File: config.mk
export PLATFORM = sky130hd
export DESIGN_NAME = neuron_lif_flat
export DESIGN_NICKNAME = d
export VERILOG_FILES = /design/src/rtl/neuro_pkg.sv /design/src/rtl/neuron_lif_if.sv /design/src/rtl/neuron_cfg_chain.sv /design/src/rtl/neuron_lif.sv /design/src/flat_wrapper.sv
export SDC_FILE = /design/constraint.sdc
export NUM_CORES = 1
export LEC_CHECK = 0
export ABC_AREA = 1
export CAP_MARGIN = 20
export CORE_AREA = 2 2 79 81
export CTS_CLUSTER_DIAMETER = 80
export DETAILED_ROUTE_END_ITERATION = 8
export DIE_AREA = 0 0 81 83
export PLACE_DENSITY = 0.8
export SLEW_MARGIN = 30
export SYNTH_ARGS = -nofsm -noshare
export SYNTH_HDL_FRONTEND = slang
export SYNTH_SLANG_ARGS = --single-unit
File: constraint.sdc
create_clock -name clk -period 15.1 [get_ports clk]
set_clock_uncertainty 0.1 [all_clocks]
set_input_delay 1.51 -clock clk [delete_from_list [all_inputs] [get_ports clk]]
set_output_delay 1.51 -clock clk [all_outputs]
set_load 0.02 [all_outputs]
File: src/rtl/neuro_pkg.sv
`default_nettype none
// +------------------------------------------------------------------+
// | Module : neuro_pkg                                               |
// | Brief  : Shared constants, config-field offsets, clamp helper.   |
// | Rev    : 1.0  initial release                                    |
// +------------------------------------------------------------------+
package neuro_pkg;

    localparam int DEF_N_DEND  = 3;
    localparam int DEF_W_W     = 4;
    localparam int DEF_W_U     = 6;
    localparam int DEF_N_DECAY = 8;
    localparam int DEF_W_R     = 3;
    localparam int CLAMP_W     = 32;

    typedef enum logic [1:0] {
        ST_RUN     = 2'd0,
        ST_REFRACT = 2'd1,
        ST_CONFIG  = 2'd2
    } lif_state_e;

    function automatic int cfg_w(input int n_dend, input int w_w, input int n_decay,
                                 input int w_u, input int w_r);
        return n_dend * w_w + $clog2(n_decay) + w_u + w_r;
    endfunction

    // Field layout, LSB upward: w[0] .. w[N_DEND-1], tsel, thr, refr
    function automatic int tsel_lsb(input int n_dend, input int w_w);
        return n_dend * w_w;
    endfunction

    function automatic int thr_lsb(input int n_dend, input int w_w, input int n_decay);
        return n_dend * w_w + $clog2(n_decay);
    endfunction

    function automatic int refr_lsb(input int n_dend, input int w_w, input int n_decay,
                                    input int w_u);
        return n_dend * w_w + $clog2(n_decay) + w_u;
    endfunction

    function automatic logic [CLAMP_W-1:0] clamp_u(input logic signed [CLAMP_W-1:0] s,
                                                   input int w_u);
        logic signed [CLAMP_W-1:0] hi;
        hi = (32'sd1 <<< w_u) - 32'sd1;
        if (s < 0)
            return '0;
        else if (s > hi)
            return hi;
        return s;
    endfunction

endpackage
`default_nettype wire

File: src/rtl/neuron_lif_if.sv
`default_nettype none
// +------------------------------------------------------------------+
// | Module : neuron_lif_if                                           |
// | Brief  : Tile-facing bundle: config shift path, spikes, decay.   |
// | Rev    : 1.0  initial release                                    |
// +------------------------------------------------------------------+
interface neuron_lif_if
    import neuro_pkg::*;
#(
    parameter int N_DEND  = DEF_N_DEND,
    parameter int N_DECAY = DEF_N_DECAY,
    parameter int W_U     = DEF_W_U
);
    logic              conf_en;
    logic              bs_in;
    logic              bs_out;
    logic              nn_reset;
    logic [N_DEND-1:0] dend;
    logic [N_DECAY-1:0] dbus;
    logic              axon;
    logic [W_U-1:0]    u_out;

    modport master (
        output conf_en, bs_in, nn_reset, dend, dbus,
        input  bs_out, axon, u_out
    );

    modport slave (
        input  conf_en, bs_in, nn_reset, dend, dbus,
        output bs_out, axon, u_out
    );
endinterface
`default_nettype wire

File: src/rtl/neuron_cfg_chain.sv
`default_nettype none
// +------------------------------------------------------------------+
// | Module : neuron_cfg_chain                                        |
// | Brief  : Serial config shift register with decoded field slices. |
// | Rev    : 1.0  initial release                                    |
// +------------------------------------------------------------------+
module neuron_cfg_chain
    import neuro_pkg::*;
#(
    parameter int N_DEND  = DEF_N_DEND,
    parameter int W_W     = DEF_W_W,
    parameter int W_U     = DEF_W_U,
    parameter int N_DECAY = DEF_N_DECAY,
    parameter int W_R     = DEF_W_R
) (
    input  wire logic                     clk,
    input  wire logic                     rst_n,
    input  wire logic                     shift_en,
    input  wire logic                     bs_in,
    output logic                          bs_out,
    output logic [N_DEND*W_W-1:0]         w_flat,
    output logic [$clog2(N_DECAY)-1:0]    tsel,
    output logic [W_U-1:0]                thr,
    output logic [W_R-1:0]                refr
);
    localparam int SEL_W    = $clog2(N_DECAY);
    localparam int CFG_W    = cfg_w(N_DEND, W_W, N_DECAY, W_U, W_R);
    localparam int TSEL_LSB = tsel_lsb(N_DEND, W_W);
    localparam int THR_LSB  = thr_lsb(N_DEND, W_W, N_DECAY);
    localparam int REFR_LSB = refr_lsb(N_DEND, W_W, N_DECAY, W_U);

    logic [CFG_W-1:0] cfg_q;
    logic [CFG_W-1:0] cfg_d;

    always_comb begin
        cfg_d = cfg_q;
        if (shift_en)
            cfg_d = {cfg_q[CFG_W-2:0], bs_in};
    end

    always_ff @(posedge clk or negedge rst_n) begin
        if (!rst_n)
            cfg_q <= '0;
        else
            cfg_q <= cfg_d;
    end

    assign bs_out = cfg_q[CFG_W-1];
    assign w_flat = cfg_q[0 +: N_DEND*W_W];
    assign tsel   = cfg_q[TSEL_LSB +: SEL_W];
    assign thr    = cfg_q[THR_LSB +: W_U];
    assign refr   = cfg_q[REFR_LSB +: W_R];

endmodule
`default_nettype wire

File: src/rtl/neuron_lif.sv
`default_nettype none
// +------------------------------------------------------------------+
// | Module : neuron_lif                                              |
// | Brief  : Leaky integrate-and-fire tile, signed weights, refract. |
// | Rev    : 1.0  initial release                                    |
// +------------------------------------------------------------------+
module neuron_lif
    import neuro_pkg::*;
#(
    parameter int N_DEND  = DEF_N_DEND,
    parameter int W_W     = DEF_W_W,
    parameter int W_U     = DEF_W_U,
    parameter int N_DECAY = DEF_N_DECAY,
    parameter int W_R     = DEF_W_R
) (
    input  wire logic  clk,
    input  wire logic  rst_n,
    neuron_lif_if.slave io
);
    localparam int SEL_W = $clog2(N_DECAY);
    localparam int SUM_W = W_U + W_W + $clog2(N_DEND) + 1;

    logic [N_DEND*W_W-1:0]  w_flat;
    logic [SEL_W-1:0]       tsel;
    logic [W_U-1:0]         thr;
    logic [W_R-1:0]         refr;

    logic [W_U-1:0]         u_q, u_d;
    logic [W_R-1:0]         rc_q, rc_d;
    logic                   axon_q, axon_d;

    logic signed [SUM_W-1:0] sum;
    logic [W_U-1:0]          v_int;
    logic [W_U-1:0]          v_dec;
    logic [(1<<SEL_W)-1:0]   dbus_ext;
    logic                    fire;
    lif_state_e              state;

    neuron_cfg_chain #(
        .N_DEND  (N_DEND),
        .W_W     (W_W),
        .W_U     (W_U),
        .N_DECAY (N_DECAY),
        .W_R     (W_R)
    ) u_cfg_chain (
        .clk      (clk),
        .rst_n    (rst_n),
        .shift_en (io.conf_en),
        .bs_in    (io.bs_in),
        .bs_out   (io.bs_out),
        .w_flat   (w_flat),
        .tsel     (tsel),
        .thr      (thr),
        .refr     (refr)
    );

    // Pad the decay bus so an out-of-range tsel reads a constant 0 line
    always_comb begin
        dbus_ext                = '0;
        dbus_ext[N_DECAY-1:0]   = io.dbus;
    end

    always_comb begin
        sum = SUM_W'($signed({1'b0, u_q}));
        for (int i = 0; i < N_DEND; i++) begin
            if (io.dend[i])
                sum = sum + SUM_W'($signed(w_flat[i*W_W +: W_W]));
        end
        v_int = W_U'(clamp_u(CLAMP_W'(sum), W_U));
        v_dec = dbus_ext[tsel] ? (v_int >> 1) : v_int;
        fire  = (thr != '0) && (v_dec >= thr);
    end

    always_comb begin
        if (io.conf_en)
            state = ST_CONFIG;
        else if (rc_q != '0)
            state = ST_REFRACT;
        else
            state = ST_RUN;
    end

    always_comb begin
        u_d    = u_q;
        rc_d   = rc_q;
        axon_d = 1'b0;
        if (io.nn_reset) begin
            u_d  = '0;
            rc_d = '0;
        end else begin
            case (state)
                ST_CONFIG: begin
                    u_d  = u_q;
                    rc_d = rc_q;
                end
                ST_REFRACT: begin
                    u_d  = '0;
                    rc_d = rc_q - W_R'(1);
                end
                default: begin
                    if (fire) begin
                        u_d    = '0;
                        rc_d   = refr;
                        axon_d = 1'b1;
                    end else begin
                        u_d    = v_dec;
                    end
                end
            endcase
        end
    end

    always_ff @(posedge clk or negedge rst_n) begin
        if (!rst_n) begin
            u_q    <= '0;
            rc_q   <= '0;
            axon_q <= 1'b0;
        end else begin
            u_q    <= u_d;
            rc_q   <= rc_d;
            axon_q <= axon_d;
        end
    end

    assign io.u_out = u_q;
    assign io.axon  = axon_q;

endmodule
`default_nettype wire
File: src/flat_wrapper.sv
// flat-port wrapper written by rule: the top's interface ports become plain ports
module neuron_lif_flat import neuro_pkg::*;
#(
    parameter int N_DEND  = DEF_N_DEND,
    parameter int W_W     = DEF_W_W,
    parameter int W_U     = DEF_W_U,
    parameter int N_DECAY = DEF_N_DECAY,
    parameter int W_R     = DEF_W_R
)
  (clk, rst_n, io_conf_en, io_bs_in, io_nn_reset, io_dend, io_dbus, io_bs_out, io_axon, io_u_out);
  neuron_lif_if #(.N_DEND(N_DEND), .N_DECAY(N_DECAY), .W_U(W_U)) io_i ();
  input  wire logic clk;
  input  wire logic rst_n;
  input wire logic [$bits(io_i.conf_en)-1:0] io_conf_en;
  input wire logic [$bits(io_i.bs_in)-1:0] io_bs_in;
  input wire logic [$bits(io_i.nn_reset)-1:0] io_nn_reset;
  input wire logic [$bits(io_i.dend)-1:0] io_dend;
  input wire logic [$bits(io_i.dbus)-1:0] io_dbus;
  output wire logic [$bits(io_i.bs_out)-1:0] io_bs_out;
  output wire logic [$bits(io_i.axon)-1:0] io_axon;
  output wire logic [$bits(io_i.u_out)-1:0] io_u_out;
  assign io_i.conf_en = io_conf_en;
  assign io_i.bs_in = io_bs_in;
  assign io_i.nn_reset = io_nn_reset;
  assign io_i.dend = io_dend;
  assign io_i.dbus = io_dbus;
  assign io_bs_out = io_i.bs_out;
  assign io_axon = io_i.axon;
  assign io_u_out = io_i.u_out;
  neuron_lif #(.N_DEND(N_DEND), .W_W(W_W), .W_U(W_U), .N_DECAY(N_DECAY), .W_R(W_R)) u_core (.clk(clk), .rst_n(rst_n), .io(io_i));
endmodule
=== Word level (Yosys, flattened, before mapping) ===
Cells that the tools add are included.

* Shift operators: 0
* Reductions and logical operators: 6
* $mul: 0
* Equal/unequal tests: 3
* Div/mod/pow operators: 0
* Add/sub/neg operators: 4
* $lt $le $gt $ge: 4
* Multiplexer cells: 22
* Bitwise gates (word level): 0

{| class="wikitable"
|+ Operators by type and width
! cell !! count
|-
| 2-to-1 mux 13 bit || 3
|-
| 2-to-1 mux 6 bit || 6
|-
| adder 13 x 4 -> 13 bit || 2
|-
| > comparator 13 x 7 -> 1 bit, second input constant || 1
|-
| < comparator 13 x 1 -> 1 bit, second input constant || 1
|-
| case mux 6 bit (2 select lines) || 1
|-
| adder 7 x 4 -> 8 bit || 1
|-
| 2-to-1 mux 1 bit || 7
|-
| greater-or-equal comparator 6 bit || 1
|-
| 2-to-1 mux 3 bit || 2
|-
| case mux 3 bit (2 select lines) || 1
|-
| nonzero test 3 bit || 2
|-
| nonzero test 6 bit || 1
|-
| < comparator 3 x 4 -> 1 bit, second input constant || 1
|-
| binary-select mux 1 bit (select 3 bit) || 1
|-
| subtractor 3 x 1 -> 3 bit, second input constant || 1
|-
| == test 2 x 1 -> 1 bit, second input constant || 1
|-
| == test 2 bit, second input constant || 1
|-
| 2-to-1 mux 2 bit || 1
|-
| inequality test 2 bit, second input constant || 1
|-
| AND reduction 2 bit || 1
|-
| OR reduction 2 bit || 1
|-
| logical AND 1 bit || 1
|}

* Memories kept: 0
* Bits of input ports: 16
* Register bits: 34
* Bits in latches: 0
* Bits in writable memories: 0
* Output and inout bits: 8
* Memory bits (read-only): 0

=== Depth between registers and ports, before layout ===
* Depth after elaboration: 16
* Depth in mapped cells: 43
* Depth with buffers taken out: 43

=== Cells and area by module ===
From an unflattened synthesis, not the netlist that was laid out.

* Cell total of the unflattened synthesis: 557
* Area, all modules: 3738.6 µm²

{| class="wikitable"
|+ Modules (own cells, without submodules)
! module !! area each (µm²) !! instances !! sequential area each (µm²) !! cells an instance
|-
| neuron_lif || 2751.4 || 1 || 250.2 || 454
|-
| neuron_cfg_chain || 987.2 || 1 || 600.6 || 103
|}

=== Worst setup path before layout ===
Ideal clock, no wire load.

* Path kind: input-to-reg
* Start: input io_dend[0]
* End: register u_core.rc_q[0]
* Arrival time: 5.781 ns
* Path slack: 9.083 ns
* Setup time: 0.136 ns
* Cell stages on the path: 36
* Buffers on the path: 1
* Cells stage by stage: buf_2 > inv_1 > o21ai_0 > ha_1 > a21oi_1 > o21ai_2 > inv_1 > o21bai_1 > or2_2 > nand3_1 > nand2_1 > ha_1 > nand2_1 > nand2_2 > nand2_1 > nand2_1 > nand2_1 > nand3_1 > nand2_1 > nand3_1 > nand3_1 > nand2_2 > nor2_2 > nand2_2 > nor2_4 > nand3_1 > and2_1 > ha_1 > inv_1 > nor2_1 > o211ai_1 > o2111ai_1 > nand2_1 > nand2_1 > o22ai_1 > o21ai_0

* Longest elaborated chain between the ends: 14
* Elaborated cells on any way between the ends: 16

{| class="wikitable"
|+ Ends and longest elaborated chain
! item !! RTL line !! source
|-
| start, declared || flat_wrapper.sv:17 || <nowiki>input wire logic [$bits(io_i.dend)-1:0] io_dend;</nowiki>
|-
| 2-to-1 mux 13 bit (*) || neuron_lif.sv:66 || <nowiki>if (io.dend[i])</nowiki>
|-
| adder 13 x 4 -> 13 bit || neuron_lif.sv:67 || <nowiki>sum = sum + SUM_W'($signed(w_flat[i*W_W +: W_W]));</nowiki>
|-
| 2-to-1 mux 13 bit (*) || neuron_lif.sv:66 ||
|-
| adder 13 x 4 -> 13 bit || neuron_lif.sv:67 ||
|-
| 2-to-1 mux 13 bit (*) || neuron_lif.sv:66 ||
|-
| > comparator 13 x 7 -> 1 bit || neuro_pkg.sv:47 || <nowiki>else if (s > hi)</nowiki>
|-
| 2-to-1 mux 1 bit || neuro_pkg.sv:47 ||
|-
| 2-to-1 mux 1 bit || neuro_pkg.sv:45 || <nowiki>if (s < 0)</nowiki>
|-
| 2-to-1 mux 6 bit (*) || neuro_pkg.sv:49 || <nowiki>return s;</nowiki>
|-
| 2-to-1 mux 6 bit (*) || neuron_lif.sv:70 || <nowiki>v_dec = dbus_ext[tsel] ? (v_int >> 1) : v_int;</nowiki>
|-
| greater-or-equal comparator 6 bit (*) || neuron_lif.sv:71 || <nowiki>fire = (thr != '0) && (v_dec >= thr);</nowiki>
|-
| logical AND 1 bit (*) || neuron_lif.sv:71 ||
|-
| nonzero test 3 bit (no line) (*) || n/a ||
|-
| AND reduction 2 bit (no line) (*) || n/a ||
|-
| end signal, assigned || neuron_lif.sv:120 || <nowiki>rc_q <= rc_d;</nowiki>
|-
| end, declared || neuron_lif.sv:29 || <nowiki>logic [W_R-1:0] rc_q, rc_d;</nowiki>
|}

Mark *: on every way between the ends. The rest lies on a longest branch, timed or not.
A chain may end at the register's enable or synchronous reset.

=== Worst setup path after layout ===
* Start: input io_dend[0]
* End: register u_core.rc_q[1]

Same word-level chain as after synthesis.

==> results.toml <==
[run_status]
status = "finished, final reports clean"

[hold_path]
hp-class = "register to register"
hold_depth = 2
holdPathEnd = "u_core.u_cfg_chain.cfg_q[19]"
hold_start = "u_core.u_cfg_chain.cfg_q[18]"

[finish]
layout-drive-gt1-share = 0.0599
fill_cells = 547
syn2layout_area_growth_pct = 11.9
antenna_cells = 0
multiInputGateArea_um2 = 2280
final_cells = 626
seqCellArea_um2 = 851
fin_nets = 606

[grt]
antenna_found_initial = 0
grt_pass1_wl_um = 14100
grt_use_total = 0.258
grt_pass1_vias = 3248
grt.overflow.total = 0
grt_max_degree = 35

[worst_setup_path]
rr_worst_depth = 33
arrival_ns = 7.03
r2r_slack_ns = 8.97
r2r_end = "u_core.rc_q[1]"
setup.worst_path.class = "input port to register"
cp_slowest_stage_delay_ns = 0.62
cp_slowest_cell = "clkdlybuf4s50_1"
cp_max_fo = 9
path_delay_family = "simple AND/OR/NAND/NOR gates"
crit_top_cell = "nand2_1"
crit_required_ns = 15.21
critPathBufInv = 4
cp-end-kind = "register"
cp-start-kind = "input port"
rr_startpoint = "u_core.io.u_out[0]"

[die]
die_area_um2 = 6720
fp.dieH_um = 83
design.core.area_um2 = 5820
ios = 24
row_count = 28
start_util = 0.592
die_w_um = 81

[detailed_routing]
viasPerCell = 5.44
drc = 0
ant_nets = 0
vias = 3405
drt_iter0_markers = 224
drt_first_pass_iters = 5
drt-total-wl_um = 8030
wire_per_inst_um = 12.8

[placed_design]
dp_hpwl_um = 6280
gp_congestion = 0.925
dp.cells = 618
io_buffers = 23
place_ws_ns = 7.91

[clock_tree]
cts_sinks = 34
postCtsHoldBufs = 0
htree_levels = 2
post-cts-setup-buffer-count = 0
tritoncts = "yes"
cts_made_buffers = 5
clkTransAtPathRegs_ns = 0.08
root_buffer = "clkbuf_8"
cts_buffer_depth = 2
ctsResizeCount = 0
clock_latency_ns = 0.29

[logic_synthesis]
syn_inst = 527
yosys.cell_types.count = 38
syn-cell-area_um2 = 3440
synth-edff-count = 0
seq_area_frac_synth = 0.247
syn_avg_cell_area_um2 = 6.53
synthFlopType = "dfrtp_1"
async_flop_share = 1.00
ys_warn_count = 0
ys_seq_elements = 34
syn_nets = 583

[timing]
hold_ws_ns = 0.394
slew_viol_final = 0
timing_hold_violations_final = 0
clock.fmax_mhz = 145
setup_slack_ns = 8.18
rsz0062_at_grt = "no"
setup_viol_count_final = 0
timing.setup.tns_ns = 0
post-route-period-util = 0.458
slew_headroom = 0.594
worst_slew_pin_slew_ns = 0.608
finalCriticalPeriod_ns = 6.92

[pwr]
power_leakage_nw = 2.04
powerDensity_nw_per_um2 = 128
ir_drop_uv = 106
total_power_uw = 494

[job]
cap_violations = 0
-- cells in the mapped netlist (all sizes together), types with 4 or more instances --
cell    number  share of area
o21ai       45          0.068
ha          37           0.13
nand3       47          0.071
inv         73          0.080
a21oi       26          0.039
nand4        9          0.016
nor2        45          0.052
or2          4         0.0073
dfrtp       34           0.25
nand2      162           0.19
xor2         7          0.018
clkbuf       7         0.0076
-- layer usage --
layer | track usage | vias to the layer above | wire length (µm)
met2 | 0.428 | 80 | 3800
met5 | 0 | - | 0
met4 | 0.0539 | 0 | 82
li1 | - | 1763 | -
met3 | 0.0326 | 9 | 330
met1 | 0.357 | 1553 | 3820
-- cell type report --
| type | count | share of cell area |
|---|---|---|
| clock buffers | 5 | 0.0179 |
| multi-input cells | 410 | 0.592 |
| inverters | 75 | 0.0731 |
| well taps | 75 | 0.0244 |
| flip-flops and latches | 34 | 0.221 |
| clock inverters | 3 | 0.0117 |
| repair buffers | 24 | 0.0604 |
-- cells by family (layout without fill, tap and decap cells) --
family / Yosys count / count (layout) / synth area share
AND/OR/NAND/NOR: 271 / 271 / 0.339
flip-flops: 34 / 34 / 0.247
adder cells (fa/ha/maj): 40 / 40 / 0.152
XOR/XNOR: 10 / 10 / 0.0254
AO/OA/AOI/OAI: 89 / 89 / 0.145
buffers and inverters: 83 / 107 / 0.0908
-- worst max path at each step --
stage | depth (start not counted) | start | end | slack, ns
3_3_place_gp | 32 | io_dend[0] | u_core.rc_q[0] | 8.03
6_report | 33 | io_dend[0] | u_core.rc_q[1] | 8.18
5_1_grt | 38 | io_dend[0] | u_core.rc_q[2] | 7.54
4_1_cts | 32 | io_dend[0] | u_core.rc_q[1] | 8.22
3_5_place_dp | 32 | io_dend[0] | u_core.rc_q[1] | 7.91
2_1_floorplan | 36 | io_dend[0] | u_core.rc_q[0] | 9.08
-- per-stage QoR --
step	instance area (µm²)	utilization
after floorplan	3440	-
after global placement	3740	0.644
after detailed placement	3740	0.644
after CTS	3860	0.663
after global routing	3850	0.662
final	3850	0.662
-- sequential cells by signal, summed over array words and instances, names as in the netlist --
signal / cells
u_core.u_cfg_chain.cfg_q: 24
u_core.io.u_out: 6
u_core.rc_q: 3
u_core.io.axon: 1
-- cell usage in the layout (no fill, tap or decap), types with 12 or more instances in the layout --
master	netlist	layout
inv_1	72	72
clkdlybuf4s50_1	0	22
o21ai_0	39	39
nand2_1	150	150
nand2_2	12	12
a21oi_1	25	25
ha_1	37	37
nand3_1	45	45
nor2_1	43	43
dfrtp_1	34	34
-- worst register-to-register path, delay by kind of cell (launching register included) --
family                     cells  cell delay, ns
adders and majority gates      5            1.68
buffers and inverters          1            0.06
DFF                            1            0.42
and+or+nand+nor               17            1.96
AOI/OAI and AO/OA             10            1.82
-- power breakdown --
| group | switching [mW] | internal (mW) | leakage (nW) |
|---|---|---|---|
| logic | 0.174 | 0.106 | 1.54 |
| registers | 0.0207 | 0.109 | 0.450 |
| clock network | 0.0353 | 0.0491 | 0.0504 |
No activity file was read; power rests on OpenSTA's default activity.
==> RTL edit: new RTL, same settings <==
Change the package constant `DEF_N_DEND` from 3 to 2.
--- a/src/rtl/neuro_pkg.sv
+++ b/src/rtl/neuro_pkg.sv
@@ -7,5 +7,5 @@
 package neuro_pkg;
 
-    localparam int DEF_N_DEND  = 3;
+    localparam int DEF_N_DEND  = 2;
     localparam int DEF_W_W     = 4;
     localparam int DEF_W_U     = 6;
Interface: changed (resized io_dend); port bits go from 24 to 23. The function was not compared with the original's and may differ.
==> RTL edit against the unedited design <==
  * Non-clock buffer count down 1
  * Area after synthesis down 28%
  * Critical endpoint is now u_core.io.u_out[2]
  * Wire length down 33%
  * Worst hold slack worse by 5.6 ps
  * Power down 27%
  * Global-route usage down 8.4 points
  * Setup slack better by 1700 ps
  * Sequential cell count down 4
  * Cell area down 25%
==> RTL edit: results (changes against the unedited design) <==
cp_max_fo: 11  # +2
ys_types: 33  # -13%
fill_cells: 595  # +8.8%
seqAreaFraction_pct: 26.1  # +4.0 points
min_to: "u_core.rc_q[0]"
drive_gt1_share_pct: 8.05  # +2.1 points
reg2reg_to: "u_core.io.u_out[2]"
worst_pin_slew_ps: 841  # +233 ps
grt_pass1_wl_um: 9310  # -34%
ys_top_cells_by_area: "dfrtp_1, nand2_1, ha_1"
status: "finished, final reports clean"
placed_area_sq_um: 2780  # -26%
first_pass_iters: 4  # -1
via_per_inst: 4.97  # -8.7%
ys_top_cells_by_count: "nand2_1, inv_1, dfrtp_1, o21ai_0, nand3_1"
rr_worst_depth: 26  # -21%
post-place-ws_ps: 9650  # +1740 ps
largest_reg_flops: 20  # -17%
syn_inst: 360  # -32%
multi_input_area_share_pct: 52.1  # -7.1 points
post-route-util_pct: 49.4  # -17 points
grt_usage_pct: 17.4  # -8.4 points
globalplace.congestion: 0.937  # +1.3%
dp_cells: 452  # -27%
p_leak_nw: 1.47  # -28%
bufAreaShareNonClock_pct: 7.92  # +1.9 points
yosysSeqAreaShare_pct: 30.2  # +5.5 points
rrSetupSlack_ps: 10670  # +1700 ps
n_all_inverters: 56  # -25%
first_global_vias: 2074  # -36%
nClkBuffers: 6  # +1
vias: 2285  # -33%
slowest_delay_ps: 690  # +70 ps
hpwlAfterDp_um: 4310  # -31%
n_all_buffers: 23  # -4.2%
multiInputCombCellCount: 268  # -35%
final_nets: 424  # -30%
RTL edit: cell count changes in the layout (fill, tap and decap cells not counted), sizes merged, moves of 13 or more:
cell,unedited run,this run
inv,73,56
nand3,47,30
nor2,45,20
ha,37,23
a21oi,26,13
nand2,162,116
RTL edit: logic make-up after synthesis:
group                    Yosys count  share of synthesized area (%)
AO/OA/AOI/OAI                     61                           14.3
adder cells (fa/ha/maj)           25                           13.2
AND/OR/NAND/NOR                  179                           31.7
XOR/XNOR                           3                           1.06
flip-flops                        30                           30.2
buffers and inverters             62                           9.48
RTL edit: metal layers:
| layer | part of all wire, % | routed length (um) | global-route usage, % |
|---|---|---|---|
| met1 | 48 | 2570 | 23.5 |
| met5 | 0 | 0 | 0 |
| met2 | 48 | 2580 | 27.9 |
| met3 | 3.0 | 164 | 3.26 |
| met4 | 1.2 | 65 | 5.39 |
